===== config.mk =====
export PLATFORM = sky130hd
export DESIGN_NAME = mode_scheduler
export DESIGN_NICKNAME = d
export VERILOG_FILES = /design/src/rtl/clock_pkg.sv /design/src/rtl/bcd_time_check.sv /design/src/rtl/mode_scheduler.sv
export SDC_FILE = /design/constraint.sdc
export NUM_CORES = 1
export LEC_CHECK = 0
export ABC_AREA = 1
export CAP_MARGIN = 20
export CELL_PAD_IN_SITES_DETAIL_PLACEMENT = 0
export CELL_PAD_IN_SITES_GLOBAL_PLACEMENT = 1
export CORE_MARGIN = 1.5
export CORE_UTILIZATION = 33
export DETAILED_ROUTE_END_ITERATION = 7
export MAX_ROUTING_LAYER = met4
export PLACE_DENSITY_LB_ADDON = 0.1
export RECOVER_POWER = 50
export SYNTH_ARGS = -nofsm -noshare
export SYNTH_HDL_FRONTEND = slang
export SYNTH_HIERARCHICAL = 1
export SYNTH_SLANG_ARGS = --single-unit

===== constraint.sdc =====
create_clock -name clk -period 2.05 [get_ports clk]
set_input_delay 0.615 -clock clk [delete_from_list [all_inputs] [get_ports clk]]
set_output_delay 0.615 -clock clk [all_outputs]
set_load 0.02 [all_outputs]

===== src/rtl/clock_pkg.sv =====
// Shared definitions for the digital clock blocks.
// Holds the one-hot mode encoding that every consumer of the mode bus
// decodes, plus the BCD upper limits used for range checks on
// hours/minutes/seconds.
package clock_pkg;

  // One-hot mode encoding; the scheduler drives these values directly
  // onto its enable bus.
  localparam logic [3:0] MODE_CLOCK  = 4'b0001;
  localparam logic [3:0] MODE_ALARM  = 4'b0010;
  localparam logic [3:0] MODE_SET    = 4'b0100;
  localparam logic [3:0] MODE_SWATCH = 4'b1000;

  // Largest legal packed-BCD values.
  localparam logic [7:0] HOUR_MAX   = 8'h23;
  localparam logic [7:0] MINSEC_MAX = 8'h59;

  // Largest legal BCD digit.
  localparam logic [3:0] BCD_DIGIT_MAX = 4'd9;

endpackage


===== src/rtl/bcd_time_check.sv =====
// Combinational range check of a packed-BCD time.
// Ports:
//   h, m, s : packed BCD hours/minutes/seconds, [7:4] tens, [3:0] units
//   ok      : 1 when every units digit is 0..9, h <= 23, m <= 59, s <= 59
// The tens digits need no separate test: the magnitude limits already
// bound them (a tens nibble above 2 or 5 exceeds the limit).
module bcd_time_check
  import clock_pkg::*;
(
  input  logic [7:0] h,
  input  logic [7:0] m,
  input  logic [7:0] s,
  output logic       ok
);

  logic units_ok;
  logic range_ok;

  assign units_ok = (h[3:0] <= BCD_DIGIT_MAX) &&
                    (m[3:0] <= BCD_DIGIT_MAX) &&
                    (s[3:0] <= BCD_DIGIT_MAX);

  assign range_ok = (h <= HOUR_MAX) &&
                    (m <= MINSEC_MAX) &&
                    (s <= MINSEC_MAX);

  assign ok = units_ok && range_ok;

endmodule


===== src/rtl/mode_scheduler.sv =====
// Top-level mode controller for the digital clock.
// Owns the one-hot mode bus and sequences the keypad time-set transaction:
// in SET the time counter is frozen, a committed keypad time is range
// checked and, if legal, loaded into the time counter with a single pulse.
// An idle timeout (seconds without keypad activity) abandons the set.
//
// Ports:
//   clk, rst           : clock, asynchronous active-high reset
//   mode_btn           : 1-cycle pulse, advance CLOCK->ALARM->SET->SWATCH
//   tick_1hz           : 1-cycle pulse once per second
//   set_valid          : 1-cycle pulse, set_h/m/s committed by keypad path
//   set_h/m/s          : packed BCD keypad time
//   enable             : one-hot mode (registered state register itself)
//   run_clk            : time counter may advance (0 only in SET)
//   load               : 1-cycle pulse, time counter loads load_h/m/s
//   load_h/m/s         : last validated time, held between loads
//   set_err            : 1-cycle pulse, committed time failed range check
//
// Handshake: set_valid, mode_btn and tick_1hz are single-cycle strobes with
// no back-pressure; each strobe is acted on in the cycle it is high and the
// result is visible on the registered outputs in the following cycle.
module mode_scheduler
  import clock_pkg::*;
#(
  parameter int TIMEOUT_S = 30
) (
  input  logic       clk,
  input  logic       rst,
  input  logic       mode_btn,
  input  logic       tick_1hz,
  input  logic       set_valid,
  input  logic [7:0] set_h,
  input  logic [7:0] set_m,
  input  logic [7:0] set_s,
  output logic [3:0] enable,
  output logic       run_clk,
  output logic       load,
  output logic [7:0] load_h,
  output logic [7:0] load_m,
  output logic [7:0] load_s,
  output logic       set_err
);

  localparam logic [7:0] TIMEOUT_CNT = TIMEOUT_S[7:0];

  logic [3:0] state;
  logic [3:0] next_state;
  logic [7:0] idle_cnt;
  logic [7:0] next_cnt;
  logic       time_ok;
  logic       do_load;
  logic       do_err;

  bcd_time_check u_check (
    .h  (set_h),
    .m  (set_m),
    .s  (set_s),
    .ok (time_ok)
  );

  // Next-state logic. Within SET the event priority is
  // set_valid > mode_btn > timeout.
  always_comb begin
    next_state = state;
    next_cnt   = 8'd0;
    do_load    = 1'b0;
    do_err     = 1'b0;
    case (state)
      MODE_CLOCK: begin
        if (mode_btn) next_state = MODE_ALARM;
      end
      MODE_ALARM: begin
        if (mode_btn) next_state = MODE_SET;
      end
      MODE_SET: begin
        next_cnt = idle_cnt;
        if (set_valid) begin
          next_cnt = 8'd0;
          if (time_ok) begin
            // A legal time wins over a coincident mode_btn.
            do_load    = 1'b1;
            next_state = MODE_CLOCK;
          end else begin
            do_err = 1'b1;
            if (mode_btn) next_state = MODE_SWATCH;
          end
        end else if (mode_btn) begin
          next_cnt   = 8'd0;
          next_state = MODE_SWATCH;
        end else if (tick_1hz) begin
          if (idle_cnt + 8'd1 == TIMEOUT_CNT) begin
            next_cnt   = 8'd0;
            next_state = MODE_CLOCK;
          end else begin
            next_cnt = idle_cnt + 8'd1;
          end
        end
      end
      MODE_SWATCH: begin
        if (mode_btn) next_state = MODE_CLOCK;
      end
      default: begin
        next_state = MODE_CLOCK;
      end
    endcase
  end

  // The idle counter is held at zero outside SET, so entering SET always
  // starts the count afresh.
  always_ff @(posedge clk or posedge rst) begin
    if (rst) begin
      state    <= MODE_CLOCK;
      idle_cnt <= 8'd0;
      run_clk  <= 1'b1;
      load     <= 1'b0;
      set_err  <= 1'b0;
      load_h   <= 8'h00;
      load_m   <= 8'h00;
      load_s   <= 8'h00;
    end else begin
      state    <= next_state;
      idle_cnt <= next_cnt;
      run_clk  <= (next_state != MODE_SET);
      load     <= do_load;
      set_err  <= do_err;
      if (do_load) begin
        load_h <= set_h;
        load_m <= set_m;
        load_s <= set_s;
      end
    end
  end

  assign enable = state;

endmodule

After elaboration in Yosys (flattened, before gate mapping)
Index checks and enable logic that the tools add are counted.
- register bits after elaboration: 39
- input bits: 29
- logic and storage cells: 48
- add/sub/neg operators: 1
- $lt $le $gt $ge: 6
- equality and inequality tests: 7
- mux-type cells: 21
- reduce and logical (&&, ||, !) cells: 5
- operator list (kind ; count):
    8-bit two-way mux ; 5
    4-bit two-way mux ; 9
    8-bit by 7-bit less-or-equal comparator with 1-bit output (second input constant) ; 2
    4-bit one-hot mux with 4 select lines ; 1
    4-bit less-or-equal comparator (second input constant) ; 3
    8-bit by 1-bit adder with 8-bit output (second input constant) ; 1
    8-bit by 5-bit == test with 1-bit output (second input constant) ; 1
    8-bit by 6-bit less-or-equal comparator with 1-bit output (second input constant) ; 1
    1-bit two-way mux ; 6
    1-bit logical AND ; 5
    4-bit by 1-bit == test with 1-bit output (second input constant) ; 1
    4-bit by 2-bit == test with 1-bit output (second input constant) ; 1
    4-bit by 3-bit == test with 1-bit output (second input constant) ; 1
    4-bit == test (second input constant) ; 1
    4-bit by 3-bit != test with 1-bit output (second input constant) ; 1
    4-bit != test (second input constant) ; 1

Longest topological paths before layout
- word-level depth: 8
- gate-level depth with buffers: 11

Cells and area by module
Netlist, hierarchy kept.
- modules (own cells, without submodules) (module ; times used ; cells an instance ; area an instance (µm²) ; sequential area each (µm²)):
    mode_scheduler ; 1 ; 224 ; 1810.5 ; 978.4
    bcd_time_check ; 1 ; 17 ; 78.8 ; 0.0

Worst setup path after synthesis
No wires, ideal clock.
- path kind: input-to-reg
- start: input port set_s[1]
- end: register load_h[0]
- data arrival time: 1618 ps
- required time: 1933 ps
- setup slack: 315 ps
- stages: 9
- path buffers: 1
- path through: o21ai_0 -> nand3_1 -> nor2_2 -> nand2_1 -> nor2_4 -> inv_2 -> buf_2 -> nand2_1 -> nand2_1
- longest elaborated chain between the ends: 6
- elaborated cells between the ends (all ways): 8
- RTL lines (item ; line ; RTL):
    start, declared ; mode_scheduler.sv:34 ; input logic [7:0] set_s,
    8-bit by 7-bit less-or-equal comparator with 1-bit output or 4-bit less-or-equal comparator (tied branches) ; bcd_time_check.sv:25, bcd_time_check.sv:21 ;
    1-bit logical AND (on tied branches) ; bcd_time_check.sv:24, bcd_time_check.sv:20 ;
    1-bit logical AND (*) ; bcd_time_check.sv:27 ; assign ok = units_ok && range_ok;
    net time_ok ; mode_scheduler.sv:50 ; logic time_ok;
    1-bit two-way mux (*) ; mode_scheduler.sv:79 ; if (time_ok) begin
    1-bit two-way mux (*) ; mode_scheduler.sv:77 ; if (set_valid) begin
    1-bit two-way mux (*) ; mode_scheduler.sv:68 ; case (state)
    end signal, assigned ; mode_scheduler.sv:127 ; load_h <= set_h;
    end, declared ; mode_scheduler.sv:38 ; output logic [7:0] load_h,
The timed path passes the listed nets; every way through them passes the cells marked *.
A chain may end at the register's enable or synchronous reset.

Worst setup path after layout
- start: register state[2], in the netlist enable[2]
- end: output port enable[2]
- RTL lines (item ; line ; RTL):
    start, declared ; mode_scheduler.sv:46 ; logic [3:0] state;
    start signal, assigned ; mode_scheduler.sv:121 ; state <= next_state;
    end, declared ; mode_scheduler.sv:35 ; output logic [3:0] enable,
No word-level cell between the ends.

==> metrics.txt <==
outcome finished clean; Synth warnings 6; share of the synthesized area in the top cell type 49.0%; distinct cell type count after synthesis 22; Setup CP Type reg -> out; first-pass GRT wire length 8.25 mm; clock buffer depth 2; Gate power share 19.7%; top cells by count, synth nand2_1, dfrtp_1, inv_1; slowest library cell on the worst path clkdlybuf4s50_1; Area Growth Syn to Fin 47.5%; final hold violation count 0; syn_nets 272; hold_buf cts 0; worst reg2reg setup slack 0.26 ns; CP arrival 1.32 ns; Initial DRT Pass Iterations 4; Cells after Synth 241; crit-path cells clkdlybuf4s50_1; synth top area cells dfrtp_1, nand2_1, inv_1; syn_area_per_cell 7.84 µm²; GR Overflow Total 0; Main synth FF type dfrtp_1; drt total wl 4.63 mm; largest net degree at the start of global routing 40; Post-synth EDFFs 0; Final HPWL DP 3.37 mm; Hold Crit Depth 2; Tot GR Track Use 17.5%; post-DR wirelength/cell 11.7 µm; Final ANT Viol Nets 0; reg2reg start idle_cnt[0]; routability congestion estimate from global placement 0.771; Vias/cell 4.43; CP top delay family buffers and inverters; Num CTS Buffers 5; setup TNS 0 ns; sequential-to-total area share from yosys stat 51.8%; WP data required 1.43 ns; boundary pin count 60; clock sinks 39; R2R depth 8; max-slew violations 0; cell internal pwr 0.00120 W; Starting Density 34.3%; Worst-path clk slew 0.08 ns; Worst slew margin 35.2%; Setup Viol. Count Final 0; die width 78.7 µm; top cell type by total area after synthesis dfrtp_1; Die Height 78.7 µm; number of global-route vias before repair 1822; switching share of power 29.1%; buffer type at the clock tree root clkbuf_8; Least-Margin Pin Slew 0.971 ns; slowest stage delay, CP 0.62 ns; synthesized flop and latch total 39; Clock Power Share 30.2%; initial antenna violation count 0; Hold WC Path Type reg -> reg; CTS H-tree lvls 2; Std-Cell Rows 27; routed vias 1748; IO Port Bufs 59; Die ar. 6190 µm²; CP Launch Type flop; RSZ-0062 raised after global routing no; clock skew 0.00592 ns; Mapped Area 1890 µm²; Hold EP load_m[4]; Core Area 5510 µm²; Worst VDD drop 0.360 mV; Inserted Diodes 0; P_leak 1.35 nW; layout cells sized above 1 14.2%; count leader, synth nand2_1; Core Util, Final 50.6%; hold path start load_m[4]; Final #Nets 353; Period minus WS final 1.94 ns; net switching power 0.000491 W; CP Capture Type primary output; Post-synth ARST share 100%; RR Endpoint idle_cnt[1]; Period Utilization, post-route 94.4%; PD cells 607 nW/µm²; max-cap check violation count 0; DR iter-0 viols 61; worst-skew pair later-pin latency 0.29 ns; Max FO, Critical Path 4; sequential power share 50.1%; CP Buf/Inv Count 1; CTS tree built; fmax 0.517 GHz; DRC 0
==> through the flow <==
stage                     worst slack [ns]  total power, W  hold slack, ns  area, µm²  cells
after detailed placement            -0.350         0.00122           0.459       2680    384
after floorplan                      0.315         0.00103           0.530       1890    241
after global placement              -0.259         0.00121           0.456       2680    384
after CTS                           0.0202         0.00173           0.478       2770    392
after global routing               0.00973         0.00179           0.504       2790    395
final                                0.114         0.00169           0.472       2790    395
==> cells by family (layout without fill, tap and decap cells) <==
kind of cell,count (synthesis),after routing,share of synthesized area (%)
and+or+nand+nor,156,156,36.0
AOI/OAI and AO/OA,18,18,5.50
adders and majority gates,2,2,1.32
DFF,39,39,51.8
buffers and inverters,26,108,5.43
==> layout by cell type (no fill, tap or decap), types with 2 or more instances in the layout <==
cell             count
nand2_1            107
clkdlybuf4s50_1     52
dfrtp_1             37
inv_1               20
nor2_1              17
buf_4               14
nand3_1             10
o21ai_0              8
nor3_1               5
nand2_2              5
clkbuf_8             5
dlygate4sd3_1        5
nor2_2               4
nand4_1              4
o21ai_1              4
clkinv_2             3
nor2_4               2
o21ai_2              2
o22ai_1              2
ha_1                 2
dfstp_2              2
clkbuf_1             2
==> power groups by stage <==
stage               combinational (W)  sequential [W]  clock, W
floorplan                    0.000134        0.000900         0
global placement             0.000352        0.000863         0
detailed placement           0.000354        0.000863         0
CTS                          0.000349        0.000848  0.000529
global route                 0.000373        0.000856  0.000563
finish                       0.000333        0.000847  0.000510
==> how the worst max path moves through the flow <==
stage          depth (start not counted)  slack (ns)   endpoint  startpoint
2_1_floorplan                          9        0.31  load_h[0]    set_s[1]
3_3_place_gp                           9       -0.26  load_s[0]    set_m[1]
3_5_place_dp                           9       -0.35  load_m[5]    set_m[1]
4_1_cts                                1        0.02    run_clk     run_clk
5_1_grt                               12        0.01  load_h[3]    set_m[7]
6_report                               1        0.11  enable[2]   enable[2]
==> cell type report <==
type / count / area [µm²]
fillers: 576 / 2720
flip-flops and latches: 39 / 978
multi-input cells: 176 / 796
repair buffers: 78 / 748
inverters: 22 / 90.1
well taps: 72 / 90.1
clock buffers: 5 / 68.8
clock inverters: 3 / 15.0
==> sequential cells by signal, indices dropped and copies added (netlist names) <==
register	cells
run_clk	1
idle_cnt	8
enable	4
load_m	8
load	1
load_s	8
load_h	8
set_err	1
==> layer usage <==
metal  vias to the layer above  wire [µm]  global-route usage, %
li1                        919          -                      -
met1                       788       2270                   22.4
met2                        36       2120                   28.2
met3                         5        183                   3.60
met4                         0         51                   4.82
met5                         -          0                      -
==> timing repair <==
item | in CTS | in global routing
buffers inserted | 0 | 2
resized for setup | 2 | 9
endpoints found under the setup margin | 25 | 25
pin swaps | 0 | 1
gates cloned | 0 | 1
No activity file was read; power rests on OpenSTA's default activity.
